`src/rtl/siren_pkg.sv`:
```
// Shared types and default constants for the siren alarm controller.
// Latency: n/a (types and constants only).
// Backpressure: n/a.
package siren_pkg;

    typedef enum logic [1:0] {
        IDLE   = 2'd0,
        ENTRY  = 2'd1,
        LOCKED = 2'd2
    } code_state_t;

    typedef logic [1:0] key_idx_t;

    // Default code: digits 2,0,3,1 with digit i at bits [2i+1:2i].
    localparam int         DEF_CODE_LEN      = 4;
    localparam logic [7:0] DEF_CODE          = 8'b01_11_00_10;
    localparam int         DEF_TIMEOUT_TICKS = 50;
    localparam int         DEF_LOCK_ERRS     = 3;
    localparam int         DEF_LOCK_TICKS    = 100;

    // Larger of two integers, used to size the shared tick counter.
    function automatic int max_int(input int a, input int b);
        return (a > b) ? a : b;
    endfunction

endpackage

```
`src/rtl/key_press_detector.sv`:
```
// Turns synchronized keypad levels into single-cycle press events with key index.
// Latency: press is combinational from keypad against the registered key_held.
// Backpressure: none; the keypad is sampled every cycle.
import siren_pkg::*;

module key_press_detector (
    input  logic       clk,
    input  logic       reset,
    input  logic [3:0] keypad,
    output logic       press,
    output logic       press_valid,
    output key_idx_t   key_idx
);

    logic key_held;
    logic any_key;

    assign any_key = |keypad;

    // Remember whether any key was down last cycle; reset forces "held" so a
    // key kept down through reset release must be let go before it counts.
    always_ff @(posedge clk) begin
        if (!reset) begin
            key_held <= 1'b1;
        end else begin
            key_held <= any_key;
        end
    end

    assign press       = !key_held && any_key;
    assign press_valid = $onehot(keypad);

    // Encode the set bit's position; only meaningful when press_valid is high.
    always_comb begin
        key_idx = '0;
        for (int i = 0; i < 4; i++) begin
            if (keypad[i]) begin
                key_idx = key_idx_t'(i);
            end
        end
    end

endmodule

```
`src/rtl/keypad_code_entry.sv`:
```
// Matches keypad press sequences against a fixed code; pulses code_ok/code_err, enforces timeout and lockout.
// Latency: state/digit_cnt update on the press edge; code_ok/code_err are high for the following cycle.
// Backpressure: none; pulses are fire-and-forget and presses during lockout are dropped.
import siren_pkg::*;

module keypad_code_entry #(
    parameter int                    CODE_LEN      = DEF_CODE_LEN,
    parameter logic [2*CODE_LEN-1:0] CODE          = DEF_CODE,
    parameter int                    TIMEOUT_TICKS = DEF_TIMEOUT_TICKS,
    parameter int                    LOCK_ERRS     = DEF_LOCK_ERRS,
    parameter int                    LOCK_TICKS    = DEF_LOCK_TICKS
) (
    input  logic                            clk,
    input  logic                            reset,
    input  logic                            ENA,
    input  logic [3:0]                      keypad,
    output logic                            code_ok,
    output logic                            code_err,
    output logic                            entry_active,
    output logic                            locked,
    output logic [$clog2(CODE_LEN+1)-1:0]   digit_cnt
);

    localparam int CW = $clog2(CODE_LEN + 1);
    localparam int TW = $clog2(max_int(TIMEOUT_TICKS, LOCK_TICKS) + 1);
    localparam int EW = $clog2(LOCK_ERRS + 1);

    logic      press;
    logic      press_valid;
    key_idx_t  key_idx;

    code_state_t   state_q, state_n;
    logic [CW-1:0] cnt_q, cnt_n;
    logic          mm_q, mm_n;
    logic [TW-1:0] tmr_q, tmr_n;
    logic [EW-1:0] errc_q, errc_n;
    logic          ok_q, ok_n;
    logic          erp_q, erp_n;

    logic [CW-1:0] base_cnt;
    logic [CW-1:0] cnt_inc;
    logic          base_mm;
    logic          digit_wrong;
    logic          seq_mm;
    logic [TW-1:0] tmr_inc;
    logic [EW-1:0] err_inc;
    logic          fail;

    key_press_detector u_det (
        .clk         (clk),
        .reset       (reset),
        .keypad      (keypad),
        .press       (press),
        .press_valid (press_valid),
        .key_idx     (key_idx)
    );

    // Expected key index for a given position in the code.
    function automatic key_idx_t code_digit(input logic [CW-1:0] idx);
        key_idx_t d;
        d = '0;
        for (int i = 0; i < CODE_LEN; i++) begin
            if (idx == CW'(i)) begin
                d = CODE[2*i +: 2];
            end
        end
        return d;
    endfunction

    // In IDLE a press always starts a fresh entry, so position and mismatch
    // are taken as zero there regardless of what the registers still hold.
    assign base_cnt    = (state_q == ENTRY) ? cnt_q : '0;
    assign base_mm     = (state_q == ENTRY) ? mm_q  : 1'b0;
    assign cnt_inc     = base_cnt + CW'(1);
    assign digit_wrong = !press_valid || (key_idx != code_digit(base_cnt));
    assign seq_mm      = base_mm | digit_wrong;
    assign tmr_inc     = tmr_q + TW'(1);
    assign err_inc     = errc_q + EW'(1);

    // Next-state logic: presses beat ticks; any failure feeds the shared
    // error accounting at the bottom, which may divert the FSM into lockout.
    always_comb begin
        state_n = state_q;
        cnt_n   = cnt_q;
        mm_n    = mm_q;
        tmr_n   = tmr_q;
        errc_n  = errc_q;
        ok_n    = 1'b0;
        erp_n   = 1'b0;
        fail    = 1'b0;

        case (state_q)
            IDLE, ENTRY: begin
                if (press) begin
                    tmr_n = '0;
                    if (cnt_inc == CW'(CODE_LEN)) begin
                        // Full length consumed: verdict now, back to IDLE.
                        state_n = IDLE;
                        cnt_n   = '0;
                        mm_n    = 1'b0;
                        if (!seq_mm) begin
                            ok_n   = 1'b1;
                            errc_n = '0;
                        end else begin
                            fail = 1'b1;
                        end
                    end else begin
                        state_n = ENTRY;
                        cnt_n   = cnt_inc;
                        mm_n    = seq_mm;
                    end
                end else if ((state_q == ENTRY) && ENA) begin
                    if (tmr_inc == TW'(TIMEOUT_TICKS)) begin
                        state_n = IDLE;
                        cnt_n   = '0;
                        mm_n    = 1'b0;
                        tmr_n   = '0;
                        fail    = 1'b1;
                    end else begin
                        tmr_n = tmr_inc;
                    end
                end
            end
            LOCKED: begin
                if (ENA) begin
                    if (tmr_inc == TW'(LOCK_TICKS)) begin
                        state_n = IDLE;
                        tmr_n   = '0;
                    end else begin
                        tmr_n = tmr_inc;
                    end
                end
            end
            default: begin
                state_n = IDLE;
                cnt_n   = '0;
                mm_n    = 1'b0;
                tmr_n   = '0;
            end
        endcase

        if (fail) begin
            erp_n = 1'b1;
            if (err_inc == EW'(LOCK_ERRS)) begin
                state_n = LOCKED;
                errc_n  = '0;
                tmr_n   = '0;
            end else begin
                errc_n = err_inc;
            end
        end
    end

    // State and pulse registers; reset aborts any entry or lockout silently.
    always_ff @(posedge clk) begin
        if (!reset) begin
            state_q <= IDLE;
            cnt_q   <= '0;
            mm_q    <= 1'b0;
            tmr_q   <= '0;
            errc_q  <= '0;
            ok_q    <= 1'b0;
            erp_q   <= 1'b0;
        end else begin
            state_q <= state_n;
            cnt_q   <= cnt_n;
            mm_q    <= mm_n;
            tmr_q   <= tmr_n;
            errc_q  <= errc_n;
            ok_q    <= ok_n;
            erp_q   <= erp_n;
        end
    end

    assign code_ok      = ok_q;
    assign code_err     = erp_q;
    assign entry_active = (state_q == ENTRY);
    assign locked       = (state_q == LOCKED);
    assign digit_cnt    = cnt_q;

endmodule

```
`config.mk`:
```
export PLATFORM = sky130hd
export DESIGN_NAME = keypad_code_entry
export DESIGN_NICKNAME = d
export VERILOG_FILES = /design/src/rtl/siren_pkg.sv /design/src/rtl/key_press_detector.sv /design/src/rtl/keypad_code_entry.sv
export SDC_FILE = /design/constraint.sdc
export NUM_CORES = 1
export LEC_CHECK = 0
export CORE_UTILIZATION = 56
export DETAILED_ROUTE_END_ITERATION = 7
export PLACE_DENSITY = 0.79
export SLEW_MARGIN = 20
export SYNTH_ARGS = -nofsm -noshare
export SYNTH_HDL_FRONTEND = slang
export SYNTH_HIERARCHICAL = 1
export SYNTH_SLANG_ARGS = --single-unit
```
`constraint.sdc`:
```
create_clock -name clk -period 3.3 [get_ports clk]
set_input_delay 0.66 -clock clk [delete_from_list [all_inputs] [get_ports clk]]
set_output_delay 0.66 -clock clk [all_outputs]
set_load 0.05 [all_outputs]
```
# Yosys cells after proc, flatten, opt, wreduce, memory -nomap -nowiden
# Index checks and enable logic that the tools add are counted.
[classes]
mux = 50
reduce_logical = 15
n_bitwise = 2
n_eq_ne = 14
add_sub_neg = 6
[ops]
columns = ["op", "n"]
rows = [
  ["2-to-1 mux 7 bit", 7],
  ["2-to-1 mux 2 bit", 19],
  ["2-to-1 mux 1 bit", 15],
  ["2-to-1 mux 3 bit", 5],
  ["one-hot mux 7 bit (2 select lines)", 1],
  ["AND reduction 4 bit", 2],
  ["adder 7 x 1 -> 7 bit, second input constant", 1],
  ["== test 7 x 6 -> 1 bit, second input constant", 1],
  ["== test 7 bit, second input constant", 1],
  ["== test 3 x 1 -> 1 bit, second input constant", 2],
  ["== test 3 x 2 -> 1 bit, second input constant", 2],
  ["!= test 3 bit, second input constant", 2],
  ["one-hot mux 3 bit (2 select lines)", 1],
  ["nonzero test 2 bit", 3],
  ["adder 1 x 1 -> 2 bit", 2],
  ["== test 2 bit, second input constant", 2],
  ["one-hot mux 2 bit (2 select lines)", 1],
  ["OR reduction 4 bit", 1],
  ["adder 3 x 1 -> 3 bit, second input constant", 1],
  ["adder 3 bit", 1],
  ["== test 3 bit, second input constant", 1],
  ["zero test 3 bit", 1],
  ["AND reduction 3 bit", 1],
  ["adder 2 x 1 -> 2 bit, second input constant", 1],
  ["other kinds (11)", 13],
]
[totals]
wordCells = 95
out_inout_bits = 7
ff_bits = 18
in_bits = 7

# Logic depth before layout (Yosys ltp)
[depth]
ltp_word = 16
mapped_depth = 12
depth_no_buf = 12

# Modules after synthesis
# The synthesis kept the hierarchy.
[by_module_without_submodules]
columns = ["module", "seq_area_each_um2", "instances", "cells_each", "area_per_inst_um2"]
rows = [
  ["keypad_code_entry", 340.3, 1, 156, 1278.7],
  ["key_press_detector", 20.0, 1, 13, 125.1],
]

# Least setup slack after synthesis
# No wires, ideal clock.
[synth_timing]
kind = "in2reg"
from = "input port keypad[2]"
to = "register tmr_q[6]"
setup_ps = 60
path_stages = 8
t_arrival_ps = 2452
slack_ps = 788
t_required_ps = 3240
path_buffers = 0
cell_sequence = "inv_1 ha_1 fa_1 ha_1 nor3b_1 nand4_1 a21boi_4 o221a_1"
[synth_between]
elab_chain_len = 11
word_cells_on_any_way = 19
classes_between = "add/sub: 2; eq/ne: 2; mux: 10; bitwise: 1; reduce/logical: 4"
[synth_rtl]
columns = ["element", "line_no", "text"]
rows = [
  ["from (decl)", "keypad_code_entry.sv:16", "input logic [3:0] keypad,"],
  ["adder 1 x 1 -> 2 bit (implied by the code)", "key_press_detector.sv:31", "assign press_valid = $onehot(keypad);"],
  ["adder 3 bit (implied by the code)", "key_press_detector.sv:31", ""],
  ["== test 3 x 1 -> 1 bit", "key_press_detector.sv:31", ""],
  ["named net press_valid", "keypad_code_entry.sv:29", "logic press_valid;"],
  ["zero test 1 bit", "keypad_code_entry.sv:75", "assign digit_wrong = !press_valid || (key_idx != code_digit(base_cnt));"],
  ["logical OR 1 bit", "keypad_code_entry.sv:75", ""],
  ["OR 1 bit", "keypad_code_entry.sv:76", "assign seq_mm = base_mm | digit_wrong;"],
  ["2-to-1 mux 1 bit", "keypad_code_entry.sv:101", "if (!seq_mm) begin"],
  ["2-to-1 mux 1 bit", "keypad_code_entry.sv:96", "if (cnt_inc == CW'(CODE_LEN)) begin"],
  ["2-to-1 mux 1 bit", "keypad_code_entry.sv:94", "if (press) begin"],
  ["2-to-1 mux 1 bit", "keypad_code_entry.sv:92", "case (state_q)"],
  ["2-to-1 mux 7 bit", "keypad_code_entry.sv:142", "if (fail) begin"],
  ["to (signal assigned)", "keypad_code_entry.sv:168", "tmr_q <= tmr_n;"],
  ["to (decl)", "keypad_code_entry.sv:35", "logic [TW-1:0] tmr_q, tmr_n;"],
]
# The timed path passes the listed nets, and every way through them passes these cells.
# A chain may end at the register's enable or synchronous reset.

# Worst setup path in the final report
[layout_timing]
from = "input port keypad[3]"
to = "register tmr_q[5]"
# The elaborated chain is that of the path after synthesis.

==> results.py <==
metrics = {
    "worst_setup_path": {
        "startpoint_type": "primary input",
        "required_ns": 3.54,
        "cpPeakStageDelay_ns": 0.50,
        "end_kind": "register",
        "cp_common_cell": "ha_1",
        "rrSetupSlack_ns": 0.59,
        "crit_arrival_ns": 3.16,
        "crit_family": "adder cells",
        "crit_buf_inv": 2,
        "critPathKind": "in2reg",
        "cp_slowest_cell": "clkdlybuf4s50_1",
        "crit_chain": "clkdlybuf4s50_1 > inv_1 > ha_1 > fa_1 > ha_1 > nor3b_1 > nand4_1 > a21boi_4 > o221a_1",
        "crit_path_max_fanout": 9,
    },
    "pwr": {
        "p_leak_uw": 0.000646,
        "cellPowerDensity_mw_per_mm2": 249,
        "total_power_uw": 394,
        "peakVddDrop_v": 0.000258,
    },
    "sta": {
        "hold_ws_ns": 0.485,
        "max_freq_ghz": 0.342,
        "layout_setup_ws_ns": 0.378,
        "drv_slew": 0,
        "final.setup.tns_ns": 0,
        "finalCriticalPeriod_ns": 2.92,
        "rsz0062_at_grt": "no",
        "fin_crit_sh_pct": 88.6,
        "hold_violations": 0,
        "finalSetupViolCount": 0,
        "tightest_slew_ns": 0.714,
        "clock_skew_ns": 0.00453,
        "relSlewSlack_pct": 52.2,
    },
    "yosys": {
        "synthTopCellsByArea": "dfxtp_1 26%, ha_1 9.8%, nand2_1 4.0%, o221a_1 4.0%, inv_1 3.2%",
        "syn_inst": 169,
        "synth_top_area_share_pct": 25.7,
        "synthesis.nets": 188,
        "yosys_warnings": 6,
        "yosysTopAreaCell": "dfxtp_1",
        "synth_ff_type": "dfxtp_1",
        "synth_commonest_cells": "18 x dfxtp_1, 15 x nand2_1, 12 x inv_1, 12 x nor2_1, 11 x ha_1",
        "ys_seq_area_share_pct": 25.7,
        "synth_cell_types": 45,
        "synth-seq-cells": 18,
        "syn_area_mm2": 0.00140,
        "synth-async-reset-ratio_pct": 0,
        "synth_most_common_cell": "dfxtp_1",
        "synth-edff-count": 0,
        "synth.avg_cell_area_um2": 8.31,
    },
    "clocking": {
        "numCtsBuffers": 3,
        "htree_num_levels": 1,
        "worstSkewPairLatency_ns": 0.30,
        "cts_tree": "built",
        "cts-root-buf": "clkbuf_4",
        "clkTransAtPathRegs_ns": 0.10,
        "cts_setup_buffers": 0,
        "holdBufCountCts": 0,
        "clockBufferDepth": 2,
        "cts_sinks": 18,
        "cts_resized": 0,
    },
    "grt": {
        "grt_usage_pct": 27.0,
        "grt_first_pass_wirelength_um": 5440,
        "grt.overflow.total": 0,
        "grt_start_max_net_pins": 22,
        "grt_pass1_vias": 1162,
        "antenna_found_initial": 0,
    },
    "floorplanning": {
        "initial_core_util_pct": 61.1,
        "die_area_mm2": 0.00271,
        "io_pins": 14,
        "fp.dieH_um": 52.1,
        "core_area_mm2": 0.00230,
        "die_x_um": 52.1,
        "rows": 17,
    },
    "placed_design": {
        "dp_hpwl_um": 2430,
        "port_buffers": 13,
        "pre_cts_ws_ns": 0.0789,
        "dp.cells": 203,
        "gp_congestion": 0.849,
    },
    "route": {
        "dr.first_iter.drc_count": 26,
        "num_vias": 1285,
        "drtPass1Iterations": 4,
        "routedWlPerCell_um": 15.6,
        "vias_per_cell": 6.21,
        "route.detailed.drc": 0,
        "wl_um": 3230,
        "final_antenna_net_count": 0,
    },
    "run_status": {
        "status": "complete, no violations",
    },
    "finish": {
        "antenna_cells": 0,
        "instances_no_fill": 207,
        "drive_above_1_share_pct": 6.70,
        "syn_to_final_growth_pct": 12.5,
        "nets": 199,
    },
    "flow_run": {
        "cap_violations": 0,
    },
    "worst_hold_path": {
        "hold_class": "reg2reg",
    },
}
through the flow:
step / area (µm²) / util (%)
after floorplan: 1400 / -
after global placement: 1540 / 67.2
after detailed placement: 1540 / 67.2
after CTS: 1580 / 68.7
after global routing: 1580 / 68.7
final: 1580 / 68.7
state kept, by name, indices dropped and copies added, names as in the netlist:
| name | flops |
|---|---|
| u_det/key_held | 1 |
| errc_q | 2 |
| code_err | 1 |
| tmr_q | 7 |
| state_q | 2 |
| code_ok | 1 |
| mm_q | 1 |
| digit_cnt | 3 |
power breakdown:
part / internal (µW) / switching, µW / leakage (µW)
sequential: 218 / 1.60 / 0.000145
clock: 67.3 / 67.4 / 0.0000210
combinational: 17.5 / 21.7 / 0.000480
total: 303 / 90.6 / 0.000646
path summary, 6_finish.rpt:
kind | from | endpoint | cells past startpoint
min | mm_q | mm_q | 2
max reg2reg | state_q[1] | tmr_q[5] | 11
max | keypad[3] | tmr_q[5] | 9
min reg2reg | mm_q | mm_q | 2
layout by cell type, fill, tap and decap left out, types with 2 or more instances in the layout:
cell / count
a21oi_1: 5
nand4_1: 2
a211oi_1: 3
nand2_1: 15
clkbuf_4: 3
xnor2_1: 4
a31oi_1: 3
nand3b_1: 2
nor3_1: 3
a221oi_1: 2
a41oi_1: 2
and4b_1: 2
o21ai_0: 4
nor2b_1: 6
nand2b_1: 5
inv_1: 12
xor2_1: 2
nor2_1: 12
o22ai_1: 2
nand3_1: 5
o221a_1: 5
o211a_1: 3
dfxtp_1: 18
nor3b_1: 4
ha_1: 11
and3_1: 3
o21ai_1: 3
and2_1: 7
buf_4: 2
clkdlybuf4s50_1: 13
cells by family after synthesis:
| logic type | share of synthesized area [%] |
|---|---|
| XOR/XNOR | 3.74 |
| adder cells (fa/ha/maj) | 11.2 |
| AO/OA/AOI/OAI | 24.2 |
| flip-flops | 25.7 |
| buffers and inverters | 6.15 |
| AND/OR/NAND/NOR | 29.0 |
area by class of cell:
type	count	area (µm²)
Multi-Input combinational cell	130	957
Timing Repair Buffer	15	145
Sequential cell	18	360
Fill cell	202	718
Tap cell	28	35.0
Clock buffer	4	36.3
Inverter	12	45.0
layer usage:
layer / share of wire (%) / up-vias / GRT usage (%)
met5: 0 / - / 0
met4: 0.22 / 0 / 1.80
met3: 5.7 / 4 / 5.56
met2: 47 / 36 / 43.6
met1: 47 / 616 / 38.3
li1: - / 629 / -
worst register-to-register path: cells and delay by family (launching register included):
kind            cells  cell delay (ns)
flops               1             0.59
simple gates        3             0.58
compound gates      3             0.72
buf+inv             2             0.20
xor+xnor            1             0.17
fa+ha+maj           2             0.40
(Power assumes the default switching activity.)
